--- src/rtl/stop_watch_pro.sv ---
// stop_watch_pro
//   BCD hh:mm:ss stopwatch / countdown timer. The count runs up (with wrap at
//   HR_MAX:59:59) or down (stopping itself at 00:00:00). A prescaler turns
//   TICK_DIV clock cycles into one one-second tick. Digits can be preloaded
//   while stopped, and they are range-checked before they are accepted.
//
//   Optional feature, enabled by defining STOP_WATCH_LAP_CAPTURE_EN:
//     lap capture. While running, a high lap input copies the current digits
//     into lap_val and raises lap_valid for one cycle.
//
//   Handshake: lap_valid is a valid-only strobe (there is no ready). It is
//   high for exactly one cycle per capture. lap_val stays stable from that
//   cycle until the next capture or reset, so a consumer may sample it late.
//
//   Priority of the digit update inside one cycle: clear > load > tick.
//   A start_stop rising edge still toggles running in a clear cycle.
module stop_watch_pro #(
    parameter int TICK_DIV = 1,
    parameter int HR_MAX   = 23
) (
    input  logic        clk,
    input  logic        rst,
    input  logic        start_stop,
    input  logic        clear,
    input  logic        dir,
    input  logic        load,
    input  logic [23:0] load_val,
    input  logic        lap,
    output logic [3:0]  hr_h,
    output logic [3:0]  hr_l,
    output logic [3:0]  min_h,
    output logic [3:0]  min_l,
    output logic [3:0]  sec_h,
    output logic [3:0]  sec_l,
    output logic        running,
    output logic        wrap,
    output logic        done,
    output logic        load_err,
    output logic [23:0] lap_val,
    output logic        lap_valid
);

    // A prescaler of width 1 still works for TICK_DIV = 1: it stays at 0,
    // which equals the last value, so every running cycle is a tick.
    localparam int             PW         = (TICK_DIV > 1) ? $clog2(TICK_DIV) : 1;
    localparam logic [PW-1:0]  PRESC_LAST = PW'(TICK_DIV - 1);
    localparam logic [3:0]     HR_MAX_H   = 4'(HR_MAX / 10);
    localparam logic [3:0]     HR_MAX_L   = 4'(HR_MAX % 10);
    localparam logic [7:0]     HR_MAX_V   = 8'(HR_MAX);

    // Count register, packed as {hr_h,hr_l,min_h,min_l,sec_h,sec_l}.
    logic [23:0]   cnt;
    logic [23:0]   cnt_d;
    logic [PW-1:0] presc;
    logic [PW-1:0] presc_d;
    logic          running_d;
    logic          ss_q;
    logic          wrap_d;
    logic          done_d;
    logic          load_err_d;

    // Digit views of the current count.
    logic [3:0] c_hr_h;
    logic [3:0] c_hr_l;
    logic [3:0] c_min_h;
    logic [3:0] c_min_l;
    logic [3:0] c_sec_h;
    logic [3:0] c_sec_l;

    assign c_hr_h  = cnt[23:20];
    assign c_hr_l  = cnt[19:16];
    assign c_min_h = cnt[15:12];
    assign c_min_l = cnt[11:8];
    assign c_sec_h = cnt[7:4];
    assign c_sec_l = cnt[3:0];

    assign hr_h  = c_hr_h;
    assign hr_l  = c_hr_l;
    assign min_h = c_min_h;
    assign min_l = c_min_l;
    assign sec_h = c_sec_h;
    assign sec_l = c_sec_l;

    logic start_edge;
    logic tick;
    logic hr_at_max;
    logic cur_zero;

    assign start_edge = start_stop & ~ss_q;
    assign tick       = running && (presc == PRESC_LAST);
    assign hr_at_max  = (c_hr_h == HR_MAX_H) && (c_hr_l == HR_MAX_L);
    assign cur_zero   = (cnt == 24'h000000);

    // Legality of the preload value: BCD digits, tens of min/sec at most 5,
    // and an hour value not above HR_MAX.
    logic       load_ok;
    logic [7:0] load_hr;

    always_comb begin
        load_hr = ({4'd0, load_val[23:20]} * 8'd10) + {4'd0, load_val[19:16]};
        load_ok = (load_val[23:20] <= 4'd9) && (load_val[19:16] <= 4'd9) &&
                  (load_val[15:12] <= 4'd5) && (load_val[11:8]  <= 4'd9) &&
                  (load_val[7:4]   <= 4'd5) && (load_val[3:0]   <= 4'd9) &&
                  (load_hr <= HR_MAX_V);
    end

    // Up-count successor: ripple carry from sec_l through the hours.
    logic [23:0] up_cnt;
    logic        up_wrap;

    always_comb begin
        up_cnt  = cnt;
        up_wrap = 1'b0;
        if (c_sec_l != 4'd9) begin
            up_cnt[3:0] = c_sec_l + 4'd1;
        end else begin
            up_cnt[3:0] = 4'd0;
            if (c_sec_h != 4'd5) begin
                up_cnt[7:4] = c_sec_h + 4'd1;
            end else begin
                up_cnt[7:4] = 4'd0;
                if (c_min_l != 4'd9) begin
                    up_cnt[11:8] = c_min_l + 4'd1;
                end else begin
                    up_cnt[11:8] = 4'd0;
                    if (c_min_h != 4'd5) begin
                        up_cnt[15:12] = c_min_h + 4'd1;
                    end else begin
                        up_cnt[15:12] = 4'd0;
                        if (hr_at_max) begin
                            up_cnt[23:16] = 8'h00;
                            up_wrap       = 1'b1;
                        end else if (c_hr_l != 4'd9) begin
                            up_cnt[19:16] = c_hr_l + 4'd1;
                        end else begin
                            up_cnt[19:16] = 4'd0;
                            up_cnt[23:20] = c_hr_h + 4'd1;
                        end
                    end
                end
            end
        end
    end

    // Down-count predecessor: ripple borrow. Only used when the count is
    // non-zero, so the hours never need to borrow below 00.
    logic [23:0] dn_cnt;
    logic        dn_zero;

    always_comb begin
        dn_cnt = cnt;
        if (c_sec_l != 4'd0) begin
            dn_cnt[3:0] = c_sec_l - 4'd1;
        end else begin
            dn_cnt[3:0] = 4'd9;
            if (c_sec_h != 4'd0) begin
                dn_cnt[7:4] = c_sec_h - 4'd1;
            end else begin
                dn_cnt[7:4] = 4'd5;
                if (c_min_l != 4'd0) begin
                    dn_cnt[11:8] = c_min_l - 4'd1;
                end else begin
                    dn_cnt[11:8] = 4'd9;
                    if (c_min_h != 4'd0) begin
                        dn_cnt[15:12] = c_min_h - 4'd1;
                    end else begin
                        dn_cnt[15:12] = 4'd5;
                        if (c_hr_l != 4'd0) begin
                            dn_cnt[19:16] = c_hr_l - 4'd1;
                        end else begin
                            dn_cnt[19:16] = 4'd9;
                            dn_cnt[23:20] = c_hr_h - 4'd1;
                        end
                    end
                end
            end
        end
        dn_zero = (dn_cnt == 24'h000000);
    end

    // Next-state selection: prescaler, run flag, digits and event pulses.
    always_comb begin
        cnt_d      = cnt;
        presc_d    = presc;
        running_d  = running ^ start_edge;
        wrap_d     = 1'b0;
        done_d     = 1'b0;
        load_err_d = 1'b0;

        if (running) begin
            presc_d = tick ? '0 : presc + PW'(1);
        end

        if (clear) begin
            cnt_d   = 24'h000000;
            presc_d = '0;
        end else if (load && !running) begin
            if (load_ok) begin
                cnt_d = load_val;
            end else begin
                load_err_d = 1'b1;
            end
        end else if (tick) begin
            if (!dir) begin
                cnt_d  = up_cnt;
                wrap_d = up_wrap;
            end else if (cur_zero) begin
                // Already at zero: report done, leave the digits alone.
                done_d    = 1'b1;
                running_d = 1'b0;
            end else begin
                cnt_d = dn_cnt;
                if (dn_zero) begin
                    done_d    = 1'b1;
                    running_d = 1'b0;
                end
            end
        end
    end

    // State and pulse registers.
    always_ff @(posedge clk) begin
        if (rst) begin
            cnt      <= 24'h000000;
            presc    <= '0;
            running  <= 1'b0;
            ss_q     <= 1'b0;
            wrap     <= 1'b0;
            done     <= 1'b0;
            load_err <= 1'b0;
        end else begin
            cnt      <= cnt_d;
            presc    <= presc_d;
            running  <= running_d;
            ss_q     <= start_stop;
            wrap     <= wrap_d;
            done     <= done_d;
            load_err <= load_err_d;
        end
    end

`ifdef STOP_WATCH_LAP_CAPTURE_EN
    // Lap capture: snapshot the pre-tick digits while running.
    always_ff @(posedge clk) begin
        if (rst) begin
            lap_val   <= 24'h000000;
            lap_valid <= 1'b0;
        end else begin
            lap_valid <= running & lap;
            if (running && lap) begin
                lap_val <= cnt;
            end
        end
    end
`else
    logic unused_lap;

    assign unused_lap = lap;
    assign lap_val    = 24'h000000;
    assign lap_valid  = 1'b0;
`endif

endmodule

--- config.mk ---
export PLATFORM = sky130hd
export DESIGN_NAME = stop_watch_pro
export DESIGN_NICKNAME = d
export VERILOG_FILES = /design/src/rtl/stop_watch_pro.sv
export SDC_FILE = /design/constraint.sdc
export NUM_CORES = 1
export LEC_CHECK = 0
export CAP_MARGIN = 10
export CELL_PAD_IN_SITES_DETAIL_PLACEMENT = 0
export CELL_PAD_IN_SITES_GLOBAL_PLACEMENT = 1
export CORE_MARGIN = 10
export CORE_UTILIZATION = 38
export CTS_CLUSTER_SIZE = 8
export DETAILED_ROUTE_END_ITERATION = 10
export PLACE_DENSITY_LB_ADDON = 0.1
export SKIP_LAST_GASP = 1
export SLEW_MARGIN = 40
export SYNTH_ARGS = -nofsm -noshare
export SYNTH_HDL_FRONTEND = slang
export SYNTH_SLANG_ARGS = --single-unit
--- constraint.sdc ---
create_clock -name clk -period 9 [get_ports clk]
set_input_delay 1.8 -clock clk [delete_from_list [all_inputs] [get_ports clk]]
set_output_delay 1.8 -clock clk [all_outputs]
set_load 0.05 [all_outputs]
==> flow_metrics.py <==
metrics = {
    "worst_setup_path": {
        "path_buf_inv": 2,
        "critPathTopFamily": "compound AO/OA/AOI/OAI gates",
        "path_max_fanout": 8,
        "end_kind": "register",
        "crit_path_max_incr_delay_ns": 0.64,
        "crit_top_cell": "ha_1",
        "startpoint_type": "input pin",
        "worstPathCellList": "clkdlybuf4s50_1 > ha_1 > ha_1 > fa_1 > xor2_1 > a211oi_1 > a2111oi_1 > nand4_1 > buf_6 > a21o_1 > o221a_2",
        "cp.required_ns": 9.18,
        "slowest_stage": "clkdlybuf4s50_1",
        "critPathKind": "in2reg",
        "cp.arrival_ns": 5.62,
    },
    "clock_network": {
        "cts_resized": 0,
        "cts_root_buf": "clkbuf_8",
        "cts_hold_buffers": 0,
        "post-cts-setup-buffers": 0,
        "clk_pin_slew_ns": 0.07,
        "clockBufferDepth": 2,
        "tritoncts.num_buffers": 5,
        "cts_tree": "yes",
        "cts_max_level": 2,
        "clk_latency_ns": 0.28,
        "cts_sinks": 30,
    },
    "route": {
        "firstDrtPassIters": 5,
        "wl_met2_mm": 5.33,
        "final_antenna_net_count": 0,
        "wirelength_mm": 11.2,
        "wl_met3_um": 718,
        "first_iter_violations": 147,
        "drc": 0,
        "wire_per_inst_um": 19.5,
        "route.top_layer_used": "met4",
        "met1_length_mm": 4.95,
        "vias": 3470,
        "vias_per_cell": 6.05,
    },
    "logic_synthesis": {
        "ys_seq_elements": 30,
        "synth_cell_types": 76,
        "synthMostInstantiatedCell": "nand2_1",
        "synth_edf_count": 0,
        "ys_async_sr_fraction": 0,
        "syn_area_um2": 3240,
        "synth_commonest_cells": "nand2_1, a21oi_1, dfxtp_1",
        "synth_area_leaders": "dfxtp_1, buf_4, a21oi_1",
        "ys_seq_area_frac": 0.185,
        "synth_area_leader_cell": "dfxtp_1",
        "netlist_instances": 438,
        "yosysTopAreaCellShare": 0.185,
        "yosys_warnings": 0,
        "syn_avg_cell_area_um2": 7.40,
        "ys.flop_type": "dfxtp_1",
    },
    "cells_and_area": {
        "drive_gt1_frac": 0.0682,
        "n_antenna_cell": 0,
        "final_util": 0.463,
        "areaGrowthSynthToFinish_pct": 18.0,
        "nets": 512,
    },
    "pwr": {
        "powerDensity_nw_per_um2": 124,
        "seqPwrFrac": 0.314,
        "p_sw_uw": 205,
        "power.internal_uw": 271,
        "leakage_nw": 1.36,
        "combPwrFrac": 0.437,
        "p_clk_frac": 0.249,
        "swShare": 0.430,
        "peakVddDrop_mv": 0.0553,
    },
    "run": {
        "drv_cap": 0,
    },
    "floorplanning": {
        "initial_utilization": 0.393,
        "die_x_um": 112,
        "die_area_um2": 12600,
        "die_h_um": 112,
        "rows": 33,
        "pin_count": 84,
        "coreArea_um2": 8260,
    },
    "grt": {
        "grt_pass1_wl_mm": 18.4,
        "antenna_found_initial": 0,
        "grt_max_degree": 34,
        "grt_overflow_total": 0,
        "gr-usage-all-layers": 0.172,
        "grt_pass1_vias": 3519,
    },
    "place": {
        "hpwl_mm": 8.16,
        "portBuffers": 57,
        "gp_congestion": 0.865,
        "pre_cts_slack_ns": 3.30,
    },
    "sta": {
        "slew_viol_final": 0,
        "fin_ws_ns": 3.56,
        "rsz0062_at_grt": "false",
        "period_needed_ns": 5.44,
        "period_share": 0.604,
        "setup_viol": 0,
        "max-slew-margin-rel": 0.454,
        "clock_skew_ns": 0.00670,
        "final.setup.tns_ns": 0,
        "tightest_slew_ns": 0.816,
        "fmax_mhz": 184,
        "hold_violations": 0,
    },
    "status": {
        "status": "finished clean",
    },
    "hold_path": {
        "hp-class": "reg2reg",
    },
}
cell usage in the layout, fill, tap and decap left out, types with 5 or more instances in the layout:
master           instances
o32ai_1                  6
inv_1                   14
nor2b_1                  7
nor2_1                  21
o211ai_1                 6
clkdlybuf4s50_1         57
a21oi_1                 31
o21ai_0                 26
xor2_1                   6
nand3_1                 23
clkbuf_8                 6
nand2b_1                11
dfxtp_1                 30
nor3_1                  10
nand4_1                  7
buf_4                    5
conb_1                  25
mux2i_1                  7
nand2_1                 38
a211oi_1                 8
ha_1                    11
a31oi_1                  6
area by class of cell:
| cell class | count | area (um^2) |
|---|---|---|
| flip-flops and latches | 30 | 601 |
| repair buffers | 63 | 619 |
| multi-input cells | 354 | 2330 |
| clock buffers | 7 | 86.3 |
| clock inverters | 1 | 5.00 |
| inverters | 14 | 52.6 |
| fillers | 838 | 4430 |
| well taps | 105 | 131 |
sequential cells by signal, indices dropped and copies added, names as in the netlist:
register  flops
cnt          24
done          1
load_err      1
presc         1
running       1
ss_q          1
wrap          1
worst paths after layout:
path | from | to | slack (ns) | cells past startpoint
max | load_val[23] | cnt[11]$_SDFFE_PP0P_ | 3.56 | 11
min | presc$_SDFFE_PP0P_ | presc$_SDFFE_PP0P_ | 0.49 | 1
max reg2reg | cnt[0]$_SDFFE_PP0P_ | cnt[11]$_SDFFE_PP0P_ | 6.08 | 6
min reg2reg | presc$_SDFFE_PP0P_ | presc$_SDFFE_PP0P_ | 0.49 | 1
metrics by stage:
step           hold WS (ns)  cells  instance area, um^2  total power, mW
6_report              0.486    574                 3830            0.476
5_1_grt               0.497    574                 3830            0.507
4_1_cts               0.484    574                 3830            0.477
3_5_place_dp          0.474    566                 3730            0.358
3_3_place_gp          0.471    564                 3720            0.356
2_1_floorplan         0.466    462                 3330            0.309
kinds of logic after synthesis:
kind of cell / Yosys count / share of synthesized area
other cells: 1 / 0.00116
flops: 30 / 0.185
simple gates: 160 / 0.283
fa+ha+maj: 13 / 0.0548
buf+inv: 78 / 0.124
xor+xnor: 9 / 0.0243
mux: 8 / 0.0251
compound gates: 139 / 0.302
per-layer routing:
metal  up-vias  track usage
li1       1673            -
met1      1670        0.218
met2       112        0.282
met3        15       0.0421
met4         0       0.0474
met5         -            0
power groups by stage:
stage               clock (mW)  sequential [mW]  combinational [mW]
floorplan                    0            0.158               0.151
global placement             0            0.152               0.205
detailed placement           0            0.152               0.205
CTS                      0.122            0.149               0.206
global route             0.128            0.151               0.229
finish                   0.119            0.149               0.208
Note: power is estimated with default switching activity, not from simulation.
